`src/rtl/regfile_arbiter_pkg.sv`:
```
// regfile_arbiter_pkg: arbiter state encoding and requester ids
package regfile_arbiter_pkg;
  typedef enum logic [1:0] {IDLE = 2'b00, ISSUE = 2'b01, WAIT_RD = 2'b10} state_t;
  localparam logic REQ_CTRL = 1'b0;
  localparam logic REQ_DBG = 1'b1;
endpackage

```
`src/rtl/regfile_rr_pick.sv`:
```
// regfile_rr_pick: combinational 2-way round-robin pick, the requester that is not last wins a tie
module regfile_rr_pick (
  input  logic [1:0] req,
  input  logic       last,
  output logic       win,
  output logic       any
);
  assign any = |req;
  assign win = &req ? ~last : req[1];
endmodule

```
`src/rtl/regfile_arbiter.sv`:
```
// regfile_arbiter: round-robin sharing of the single-port regfile between two requesters,
// with a read timeout so a missing rd_d_valid cannot deadlock the arbiter
module regfile_arbiter
  import regfile_arbiter_pkg::*;
#(
  parameter int DATA_WIDTH = 8,
  parameter int ADDRESS    = 4,
  parameter int TIMEOUT    = 4
) (
  input  logic                  clk,
  input  logic                  rst,
  input  logic                  r0_req,
  input  logic                  r0_we,
  input  logic [ADDRESS-1:0]    r0_addr,
  input  logic [DATA_WIDTH-1:0] r0_wdata,
  output logic                  r0_gnt,
  output logic                  r0_rvalid,
  output logic [DATA_WIDTH-1:0] r0_rdata,
  output logic                  r0_rerr,
  input  logic                  r1_req,
  input  logic                  r1_we,
  input  logic [ADDRESS-1:0]    r1_addr,
  input  logic [DATA_WIDTH-1:0] r1_wdata,
  output logic                  r1_gnt,
  output logic                  r1_rvalid,
  output logic [DATA_WIDTH-1:0] r1_rdata,
  output logic                  r1_rerr,
  output logic                  wr_en,
  output logic                  rd_en,
  output logic [ADDRESS-1:0]    addr,
  output logic [DATA_WIDTH-1:0] wr_data,
  input  logic [DATA_WIDTH-1:0] rd_data,
  input  logic                  rd_d_valid
);
  localparam int CW = $clog2(TIMEOUT + 1);
  state_t state, state_n;
  logic last, owner, we_q, win, any, issue, done, timeout;
  logic [ADDRESS-1:0] addr_q;
  logic [DATA_WIDTH-1:0] wdata_q;
  logic [CW-1:0] cnt;
  regfile_rr_pick u_pick (.req({r1_req, r0_req}), .last(last), .win(win), .any(any));
  assign timeout = cnt == CW'(TIMEOUT - 1);
  assign addr = addr_q;
  // Strobes come only from state and capture flops, never from live requester inputs
  always_comb begin
    issue = state == ISSUE;
    done = state == WAIT_RD && (rd_d_valid || timeout);
    state_n = state == IDLE ? (any ? ISSUE : IDLE) :
              issue ? (we_q ? IDLE : WAIT_RD) :
              state == WAIT_RD ? (done ? IDLE : WAIT_RD) : IDLE;
    r0_gnt = issue && owner == REQ_CTRL;
    r1_gnt = issue && owner == REQ_DBG;
    wr_en = issue && we_q;
    rd_en = issue && !we_q;
    wr_data = issue && we_q ? wdata_q : '0;
  end
  always_ff @(posedge clk or negedge rst)
    if (!rst) begin
      state <= IDLE;
      last <= 1'b1;
      owner <= 1'b0;
      we_q <= 1'b0;
      addr_q <= '0;
      wdata_q <= '0;
      cnt <= '0;
      r0_rvalid <= 1'b0;
      r1_rvalid <= 1'b0;
      r0_rdata <= '0;
      r1_rdata <= '0;
      r0_rerr <= 1'b0;
      r1_rerr <= 1'b0;
    end else begin
      state <= state_n;
      cnt <= state == WAIT_RD ? cnt + 1'b1 : '0;
      r0_rvalid <= done && owner == REQ_CTRL;
      r1_rvalid <= done && owner == REQ_DBG;
      if (state == IDLE && any) begin
        last <= win;
        owner <= win;
        we_q <= win ? r1_we : r0_we;
        addr_q <= win ? r1_addr : r0_addr;
        wdata_q <= win ? r1_wdata : r0_wdata;
      end
      if (done && owner == REQ_CTRL) begin
        r0_rdata <= rd_d_valid ? rd_data : '0;
        r0_rerr <= !rd_d_valid;
      end
      if (done && owner == REQ_DBG) begin
        r1_rdata <= rd_d_valid ? rd_data : '0;
        r1_rerr <= !rd_d_valid;
      end
    end
endmodule

```
`config.mk`:
```
export PLATFORM = sky130hd
export DESIGN_NAME = regfile_arbiter
export DESIGN_NICKNAME = d
export VERILOG_FILES = /design/src/rtl/regfile_arbiter_pkg.sv /design/src/rtl/regfile_rr_pick.sv /design/src/rtl/regfile_arbiter.sv
export SDC_FILE = /design/constraint.sdc
export NUM_CORES = 1
export LEC_CHECK = 0
export ABC_AREA = 1
export BUFFER_PORTS_ARGS = -buffer_cell sky130_fd_sc_hd__buf_2
export CORE_MARGIN = 1
export CORE_UTILIZATION = 45
export DETAILED_ROUTE_END_ITERATION = 7
export PLACE_DENSITY = 0.79
export SYNTH_ARGS = -nofsm -noshare
export SYNTH_HDL_FRONTEND = slang
export SYNTH_SLANG_ARGS = --single-unit
```
`constraint.sdc`:
```
create_clock -name clk -period 3.7 [get_ports clk]
set_clock_uncertainty 0.1 [all_clocks]
set_input_delay 0.555 -clock clk [delete_from_list [all_inputs] [get_ports clk]]
set_output_delay 0.555 -clock clk [all_outputs]
set_load 0.05 [all_outputs]
```
* Yosys cells after proc, flatten, opt, wreduce, memory -nomap -nowiden *
Cells that the tools add are included.

cells by class
  multipliers = 0
  mux-type cells = 13
  shifts and indexed selects = 0
  add/subtract/negate cells = 1
  equal/unequal tests = 3
  bitwise gates (word level) = 2
  div/mod/pow operators = 0
  $lt $le $gt $ge = 0
  reduce and logical (&&, ||, !) cells = 14

operators by type and width
  operator                                                               count
  8-bit 2-to-1 mux                                                       3
  2-bit 2-to-1 mux                                                       5
  1-bit logical AND                                                      8
  4-bit 2-to-1 mux                                                       1
  3-bit by 1-bit adder with 3-bit output, second input constant          1
  3-bit by 2-bit equality test with 1-bit output, second input constant  1
  1-bit 2-to-1 mux                                                       3
  3-bit 2-to-1 mux                                                       1
  2-bit by 1-bit equality test with 1-bit output, second input constant  1
  2-bit equality test, second input constant                             1
  1-bit logical NOT                                                      2
  2-bit logical NOT                                                      1
  1-bit inverter                                                         2
  2-bit AND reduction                                                    1
  2-bit OR reduction                                                     1
  1-bit logical OR                                                       1

word-level totals
  bits in read-only memories = 0
  memories = 0
  bits of input ports = 39
  output and inout port bits = 36
  bits in registers = 40
  bits in writable memories = 0
  bits in latches = 0

* Depth between registers and ports, before layout *
Gate-level depths: netlist (run 1).

  depth after elaboration = 7
  depth in mapped cells = 7
  mapped depth without buffers = 7

* Cells and area by module *
A second synthesis (run 1) with hierarchy kept.

unflattened totals
  cell total of the unflattened synthesis = 243
  area, all modules = 1955.6 um^2

by module, submodules not included
  module           cells each  instances  area an instance (um^2)
  regfile_arbiter  240         1          1940.6
  regfile_rr_pick  3           1          15.0

* Worst setup path before layout (run 1) *
OpenSTA, ideal clock, no wires.

  path type = register -> output
  from = reg state[1]
  to = out wr_data[0]
  slack = 1667 ps
  stages on the path, launching flop included = 4
  buffers on the path = 0
  arrival = 1378 ps
  data required time = 3045 ps
  cell sequence = dfrtp_1 -> inv_2 -> nand3_1 -> nor2_1

on the way
  longest elaborated chain between the ends = 3

ends and longest elaborated chain
  item                                            RTL line               source
  start: declaration                              regfile_arbiter.sv:36  state_t state, state_n;
  start signal: assignment                        regfile_arbiter.sv:73  state <= state_n;
  2-bit by 1-bit equality test with 1-bit output  regfile_arbiter.sv:46  issue = state == ISSUE;
  1-bit logical AND                               regfile_arbiter.sv:55  wr_data = issue && we_q ? wdata_q : '0;
  8-bit 2-to-1 mux                                regfile_arbiter.sv:55
  end: declaration                                regfile_arbiter.sv:31  output logic [DATA_WIDTH-1:0] wr_data,

Every way passes these cells.

* Worst setup path after layout (run 1) *
  from = reg state[1]
  to = out wr_data[2]

Same word-level chain as after synthesis.

==> results.yml, run 1 <==
run_status:
  status: "complete, no violations"
yosys:
  async_flop_share_pct: 100.0
  avgSynthCellArea_um2: 7.743
  seq_area_frac_synth_pct: 48.84
  synth-edff-count: 0
  syn_area_mm2: 0.002052
  synth_cells: 265
  synth_ff_type: "dfrtp_1"
  synth.distinct_cells: 19
  syn-num-nets: 306
  ys_ff_latch: 40
  yosys_warnings: 0
global_route:
  overflow: 0
  grt_antenna_before_repair: 0
  grt_pass1_vias: 1737
  grt_start_max_net_pins: 41
  grt_use_total_pct: 20.21
  grt_pass1_wl_mm: 7.617
setup_path:
  path_max_fanout: 9
  crit_type: "reg2out"
  crit_path_start_kind: "flip-flop"
  worstPathArrival_ps: 1570
  worstSetupEndpointType: "output pin"
  required_ps: 3040
placed_design:
  dpl.hpwl_mm: 3.120
  io_buffers: 74
  gp_congestion: 0.7945
  place_ws_ps: 1745
floorplan:
  core-area_mm2: 0.004354
  die-area_mm2: 0.004834
  die_h_um: 69.53
  rows: 24
  die_w_um: 69.53
  start_util_pct: 47.13
  boundaryPins: 75
timing:
  setup_violations: 0
  finalCriticalPeriod_ps: 2225
  finalWorstSetupSlack_ps: 1475
  max_freq_mhz: 449.4
  fin_crit_sh_pct: 60.14
  tightest_slew_ps: 875.3
  whs_ps: 274.7
  rsz0062_at_grt: "no"
  hold_viol: 0
  relSlewSlack_pct: 41.65
  tns_ps: 0
  slew_viol_final: 0
final_layout:
  seq_area_mm2: 0.001002
  mostFrequentLayoutCell: "nand2_1"
  diodes: 0
  n_fill_cell: 417
  drive_above_1_share_pct: 28.19
  nNetsFinal: 377
  area_delta_synth_final_pct: 21.46
  final_cell_mix: "88 x nand2_1, 74 x buf_2, 51 x inv_1"
  multi_input_area_um2: 757.0
pwr:
  p_per_area_mw_per_mm2: 820.7
  p_leak_nw: 1.632
  peakVddDrop_v: 0.0004430
routing:
  wire_per_inst_um: 11.06
  drcViolationCount: 0
  wl_met2_mm: 1.983
  vias: 1821
  ant_nets: 0
  via_per_inst: 4.681
  drt_iter0_markers: 112
  drt-pass1-iter-count: 4
  wirelength_mm: 4.304
  dr.max_layer_used: "met4"
  wl_met1_mm: 1.904
  met3_length_um: 362
min_path:
  hp-class: "in2async"
clocking:
  post_cts_resized: 0
  numClockSinks: 40
  postCtsHoldBufs: 0
  cts_buffer_depth: 2
  clk_pin_slew_ps: 80
  post_cts_buffers: 0
  cts_tree: "done"
  worstSkewPairLatency_ps: 290
  cts-root-buf: "clkbuf_8"
  cts_buffers: 5
  cts_max_level: 2
job:
  maxCapViolations: 0
==> layer usage <==
layer / vias up / track usage, %
met5: - / 0
li1: 935 / -
met1: 803 / 25.53
met2: 77 / 32.47
met3: 6 / 7.267
met4: 0 / 6.122
==> cells by family (layout without fill, tap and decap cells) <==
family / after synthesis / in the layout / synth area share, %
AND/OR/NAND/NOR: 157 / 157 / 35.12
buffers and inverters: 64 / 136 / 14.27
flip-flops: 40 / 40 / 48.84
adder cells (fa/ha/maj): 2 / 2 / 1.219
AO/OA/AOI/OAI: 2 / 2 / 0.5487
==> report_power, final <==
part | internal [mW] | leakage (nW) | switching [mW] | total, mW
Clock | 0.149 | 0.0510 | 0.151 | 0.300
Sequential | 0.607 | 0.511 | 0.106 | 0.713
Combinational | 0.235 | 1.07 | 0.797 | 1.03
==> registers in the layout, indices dropped and copies added (netlist names), 2 cells and up <==
name and flops:
addr 4, cnt 3, r0_rdata 8, r1_rdata 8, state 2, wdata_q 8
==> critical path, stage by stage, from the launching register on <==
cell,delay [ps]
dfrtp_1,420
inv_2,90
nand3_1,300
nor2_1,180
buf_2,280
==> cell usage after synthesis, types with 4 or more instances <==
| cell type | n | area [um^2] |
|---|---|---|
| buf_2 | 4 | 20.02 |
| nand2_1 | 88 | 330.3 |
| nand3_1 | 45 | 225.2 |
| buf_6 | 6 | 67.56 |
| dfrtp_1 | 39 | 975.9 |
| nor2_1 | 14 | 52.55 |
| inv_1 | 51 | 191.4 |
==> area by class of cell <==
cell class,instances,share of cell area (%)
sequential,40,40.21
clock inverter,2,0.4016
clock buffer,6,3.313
inverter,54,8.233
multi-input combinational,161,30.37
timing repair buffer,74,14.86
tap,52,2.610
==> per-stage QoR <==
step / std cells / cell area [um^2] / power [mW] / util [%]
after CTS: 389 / 2492 / 2.066 / 57.24
after global routing: 389 / 2492 / 2.195 / 57.24
after global placement: 381 / 2400 / 1.736 / 55.11
after floorplan: 265 / 2052 / 1.550 / -
after detailed placement: 381 / 2400 / 1.763 / 55.11
final: 389 / 2492 / 2.045 / 57.24
==> path summary, 6_finish.rpt <==
kind / from / to / slack [ps] / cells after the start
min in group clk: cnt[0] / cnt[0] / 340 / 1
max in group asynchronous: rst / state[1] / 2680 / 1
worst min-delay path: rst / r0_rdata[4] / 270 / 1
worst max register to register: last / wdata_q[2] / 2130 / 5
worst min register to register: cnt[0] / cnt[0] / 340 / 1
worst max-delay path: state[1] / wr_data[2] / 1470 / 4
Note: power is estimated with default switching activity, not from simulation.
==> inputs of run 2 (changes only) <==
==> constraint.sdc (replaced) <==
create_clock -name clk -period 2.2 [get_ports clk]
set_clock_uncertainty 0.1 [all_clocks]
set_input_delay 0.33 -clock clk [delete_from_list [all_inputs] [get_ports clk]]
set_output_delay 0.33 -clock clk [all_outputs]
set_load 0.05 [all_outputs]
==> run 2 against run 1 <==
  * Largest cell class unchanged
  * Total power is 66% higher
  * Global-route usage is 0.96 points lower
  * Sequential share of layout area is 0.12 points higher
==> results.yml, run 2 (synthesis gave the netlist of run 1 again) <==
clocking:
  cts_buffers: 5
  worstSkewPairLatency_ps: 290
  numClockSinks: 40
  cts_tree: "done"
  post_cts_buffers: 0
  post_cts_resized: 0
  cts_max_level: 2
  cts_buffer_depth: 2
  postCtsHoldBufs: 0
  clk_pin_slew_ps: 70
  cts-root-buf: "clkbuf_8"
final_layout:
  reg_top3: "r0_rdata: 8 flops, r1_rdata: 8 flops, wdata_q: 8 flops"
  area_delta_synth_final_pct: 21.10
  final_cell_mix: "88 x nand2_1, 74 x buf_2, 51 x inv_1"
  seq_area_mm2: 0.001002
  nNetsFinal: 378
  drive_above_1_share_pct: 27.89
  multi_input_area_um2: 757.0
  n_fill_cell: 404
  diodes: 0
  mostFrequentLayoutCell: "nand2_1"
global_route:
  grt_pass1_wl_mm: 7.376
  grt_antenna_before_repair: 0
  grt_start_max_net_pins: 41
  overflow: 0
  grt_pass1_vias: 1672
  grt_use_total_pct: 19.24
setup_path:
  path_max_fanout: 9
  crit_type: "reg2out"
  worstPathArrival_ps: 1600
  required_ps: 1770
  crit_path_start_kind: "flip-flop"
  worstSetupEndpointType: "output pin"
floorplan:
  die-area_mm2: 0.004834
  core-area_mm2: 0.004354
  rows: 24
  start_util_pct: 47.13
  die_h_um: 69.53
  die_w_um: 69.53
  boundaryPins: 75
routing:
  drcViolationCount: 0
  drt-pass1-iter-count: 5
  ant_nets: 0
  dr.max_layer_used: "met4"
  via_per_inst: 4.730
  wl_met1_mm: 1.871
  wire_per_inst_um: 11.08
  wl_met2_mm: 1.975
  drt_iter0_markers: 110
  wirelength_mm: 4.311
  met3_length_um: 404
  vias: 1840
pwr:
  p_per_area_mw_per_mm2: 1363
  seq_power_share_pct: 35.4
  combPwrFrac_pct: 51.3
  power.net_switching_mw: 1.753
  p_total_mw: 3.386
  clkPwrFrac_pct: 13.3
  p_leak_nw: 1.627
  p_sw_share_pct: 51.78
  peakVddDrop_v: 0.0007676
  cellInternalPower_mw: 1.633
timing:
  hold_viol: 0
  tns_ps: 0
  max_freq_mhz: 492.1
  fin_crit_sh_pct: 92.36
  finalCriticalPeriod_ps: 2032
  rsz0062_at_grt: "no"
  slew_viol_final: 0
  tightest_slew_ps: 504.6
  relSlewSlack_pct: 66.36
  setup_violations: 0
run_status:
  status: "complete, no violations"
job:
  maxCapViolations: 0
placed_design:
  gp_congestion: 0.7862
  dpl.hpwl_mm: 3.128
  io_buffers: 74
min_path:
  hp-class: "in2async"
[run 2: cell types whose count changed in the layout (fill, tap and decap cells not counted)]
cell,change
clkinv_2,-1
clkbuf_8,-1
clkbuf_1,+1
buf_4,+1
[run 2: area by class of cell]
| type | count | area share [%] |
|---|---|---|
| clock buffer | 6 | 2.920 |
| clock inverter | 1 | 0.2014 |
| timing repair buffer | 75 | 15.21 |
| inverter | 54 | 8.258 |
| tap | 52 | 2.618 |
| sequential | 40 | 40.33 |
| multi-input combinational | 161 | 30.46 |
[run 2: critical path, cell delays in order, from the launching register on]
cell     delay (ps)
dfrtp_1         420
inv_2           100
nand3_1         330
nor2_1          180
buf_2           280
[run 2: path summary, 6_finish.rpt]
| kind | cells after the start | endpoint | slack [ps] | startpoint |
|---|---|---|---|---|
| hold / removal | 2 | r1_rdata[2] | 0.4 | rst |
| setup reg to reg | 5 | wdata_q[2] | 680 | last |
| max in group asynchronous | 2 | last | 1640 | rst |
| hold reg to reg | 1 | cnt[0] | 340 | cnt[0] |
| min in group clk | 5 | wdata_q[1] | 230 | r0_wdata[1] |
| setup / recovery | 4 | wr_data[1] | 170 | state[1] |
[run 2: power groups by stage]
stage / Combinational (mW) / Clock [mW] / Sequential [mW]
2_1_floorplan: 0.902 / 0 / 1.70
3_3_place_gp: 1.72 / 0 / 1.20
3_5_place_dp: 1.75 / 0 / 1.20
4_1_cts: 1.75 / 0.469 / 1.20
5_1_grt: 1.90 / 0.494 / 1.24
6_report: 1.74 / 0.452 / 1.20
[run 2: stage by stage]
| step | worst slack, ps | util, % | cell area [um^2] | hold slack [ps] | std cells |
|---|---|---|---|---|---|
| finish | 168.0 | 57.07 | 2485 | 0.4182 | 389 |
| CTS | 129.9 | 57.07 | 2485 | 5.368 | 389 |
| global route | 19.28 | 57.07 | 2485 | 29.68 | 389 |
| floorplan | 392.2 | - | 2052 | -65.59 | 265 |
| global placement | 502.3 | 55.29 | 2407 | 310.5 | 382 |
| detailed placement | 457.4 | 55.29 | 2407 | 319.4 | 382 |
[run 2: layer usage]
layer  up-vias  GRT usage (%)
met5         -              0
met4         0          6.122
met3         5          6.250
met2        87          30.74
met1       811          24.76
li1        937              -
==> inputs of run 3 (changes only) <==
--- a/config.mk
+++ b/config.mk
@@ -5,12 +5,13 @@
 export SDC_FILE = /design/constraint.sdc
 export NUM_CORES = 1
 export LEC_CHECK = 0
-export ABC_AREA = 1
+export ABC_AREA = 0
 export BUFFER_PORTS_ARGS = -buffer_cell sky130_fd_sc_hd__buf_2
 export CORE_MARGIN = 1
 export CORE_UTILIZATION = 45
 export DETAILED_ROUTE_END_ITERATION = 7
-export PLACE_DENSITY = 0.79
+export PLACE_DENSITY = 0.81
 export SYNTH_ARGS = -nofsm -noshare
 export SYNTH_HDL_FRONTEND = slang
+export SYNTH_HIERARCHICAL = 1
 export SYNTH_SLANG_ARGS = --single-unit
==> constraint.sdc (replaced) <==
create_clock -name clk -period 2.2 [get_ports clk]
set_clock_uncertainty 0.1 [all_clocks]
set_input_delay 0.33 -clock clk [delete_from_list [all_inputs] [get_ports clk]]
set_output_delay 0.33 -clock clk [all_outputs]
set_load 0.01 [all_outputs]
==> run 3 against run 2 <==
  * Total power down 12%
  * Critical path type unchanged
  * Final cell count down 29%
  * Worst hold slack better by 230 ps
  * Non-clock buffer count up 5
  * Clock power up 41%
  * Critical path depth up 1
  * Critical endpoint is now wr_data[5]
==> results.yml, run 3 <==
yosys:
  syn-num-nets: 189
  synth.most_common_cell: "dfrtp_1"
  async_flop_share_pct: 100.0
  synth_cells: 148
  avgSynthCellArea_um2: 11.79
  yosys_warnings: 6
  synth-edff-count: 0
  ys_ff_latch: 40
  synth_area_leaders: "dfrtp_1 56%, mux2_2 9.0%, mux2i_1 8.6%"
  seq_area_frac_synth_pct: 57.42
  synthTopCellsByCount: "39 x dfrtp_1, 21 x nor2_1, 16 x and2_1"
  syn_area_mm2: 0.001745
  yosysTopAreaCell: "dfrtp_1"
  synth_top_area_share_pct: 55.91
  synth.distinct_cells: 20
  synth_ff_type: "dfrtp_1"
timing:
  tightest_slew_ps: 594.3
  rsz0062_at_grt: "no"
  finalCriticalPeriod_ps: 1863
  slew_viol_final: 0
  setup_violations: 0
  fin_crit_sh_pct: 84.67
  max_freq_mhz: 536.8
  relSlewSlack_pct: 60.38
  finalWorstSetupSlack_ps: 337.2
  tns_ps: 0
  hold_viol: 0
final_layout:
  mostFrequentLayoutCell: "buf_2"
  n_fill_cell: 325
  drive_above_1_share_pct: 46.29
  final_cell_mix: "74 x buf_2, 39 x dfrtp_1, 21 x nor2_1"
  reg_top3: "r0_rdata: 8 flops, r1_rdata: 8 flops, wdata_q: 8 flops"
  final_cells: 277
  diodes: 0
  area_delta_synth_final_pct: 33.48
  post-route-cell-area_mm2: 0.002330
  nNetsFinal: 269
setup_path:
  path_max_fanout: 9
  worstSetupEndpointType: "output pin"
  cp_cell_sequence: "nand2b_1 -> nor2_1 -> buf_4 -> and2_1 -> buf_2"
  slowest_delay_ps: 410
  worstPathArrival_ps: 1430
  r2r_slack_ps: 410
  crit_family: "simple AND/OR/NAND/NOR gates"
  crit_path_start_kind: "flip-flop"
  critPathBufInv: 2
  required_ps: 1770
  crit_type: "reg2out"
  slowest_stage: "dfrtp_1"
clocking:
  post_cts_buffers: 0
  cts_tree: "done"
  clk_pin_slew_ps: 70
  cts-root-buf: "clkbuf_8"
  worstSkewPairLatency_ps: 290
  cts_max_level: 2
  numClockSinks: 40
  post_cts_resized: 0
  cts_buffer_depth: 2
  cts_buffers: 5
  postCtsHoldBufs: 1
floorplan:
  die-area_mm2: 0.004132
  start_util_pct: 47.32
  rows: 22
  die_w_um: 64.28
  boundaryPins: 75
  core-area_mm2: 0.003689
  die_h_um: 64.28
pwr:
  p_leak_nw: 1.229
  p_per_area_mw_per_mm2: 1283
  clkPwrFrac_pct: 21.3
  p_total_mw: 2.989
  peakVddDrop_v: 0.0006369
  seq_power_share_pct: 41.2
  cellInternalPower_mw: 1.982
  p_sw_share_pct: 33.70
  combPwrFrac_pct: 37.5
  power.net_switching_mw: 1.007
global_route:
  overflow: 0
  grt_antenna_before_repair: 0
  grt_start_max_net_pins: 31
  grt_pass1_vias: 1356
  grt_pass1_wl_mm: 5.851
  grt_use_total_pct: 19.02
routing:
  dr.max_layer_used: "met4"
  wl_met1_mm: 1.424
  wl_met2_mm: 1.719
  drt_iter0_markers: 72
  drt-pass1-iter-count: 4
  ant_nets: 0
  drcViolationCount: 0
  wirelength_mm: 3.445
  via_per_inst: 4.827
  vias: 1337
  wire_per_inst_um: 12.44
  met3_length_um: 279
min_path:
  hp-class: "in2reg"
placed_design:
  place_inst: 268
  io_buffers: 74
  place_ws_ps: 392.4
  gp_congestion: 0.7001
  dpl.hpwl_mm: 2.617
  place_area_mm2: 0.002193
job:
  maxCapViolations: 0
run_status:
  status: "complete, no violations"
==> run 3: final cells by class <==
class	instances	area, um^2	area share, %
sequential	40	1002	43.02
multi-input combinational	94	696.9	29.91
timing repair buffer	80	417.9	17.94
clock buffer	7	96.34	4.135
tap	48	60.06	2.578
clock inverter	1	30.03	1.289
inverter	7	26.28	1.128
==> run 3: power by group through the flow <==
stage | Sequential (mW) | Clock, mW | Combinational, mW
after floorplan | 1.30 | 0 | 0.603
after global placement | 1.23 | 0 | 1.10
after detailed placement | 1.24 | 0 | 1.14
after CTS | 1.23 | 0.659 | 1.14
after global routing | 1.27 | 0.696 | 1.25
final | 1.23 | 0.638 | 1.12
==> run 3: tightest hold or removal path: stages <==
cell	delay, ps
buf_2	70
mux2i_1	50
a21oi_1	130
==> run 3: kinds of logic after synthesis <==
| logic type | after synthesis | share of synthesized area, % |
|---|---|---|
| AOI/OAI and AO/OA | 17 | 5.233 |
| adders and majority gates | 2 | 1.433 |
| buffers and inverters | 14 | 3.155 |
| DFF | 40 | 57.42 |
| muxes | 31 | 18.92 |
| and+or+nand+nor | 44 | 13.84 |
==> run 3: worst paths after layout <==
check,cells past startpoint,startpoint,endpoint
worst min register to register,1,cnt[0],cnt[0]
worst min-delay path,3,r0_wdata[1],wdata_q[1]
max in group asynchronous,3,rst,last
worst max-delay path,5,state[1],wr_data[5]
min in group asynchronous,2,rst,wdata_q[4]
worst max register to register,3,state[0],r1_rdata[4]
==> run 3: per-stage QoR <==
step	util, %	hold WS, ps
2_1_floorplan	-	-65.59
3_3_place_gp	59.46	268.7
3_5_place_dp	59.46	272.2
4_1_cts	63.16	222.3
5_1_grt	63.16	242.7
6_report	63.16	231.5
==> run 3: per-layer routing <==
metal | global-route usage, % | up-vias
li1 | - | 652
met1 | 21.84 | 614
met2 | 32.63 | 69
met3 | 6.607 | 2
met4 | 6.667 | 0
met5 | 0 | -
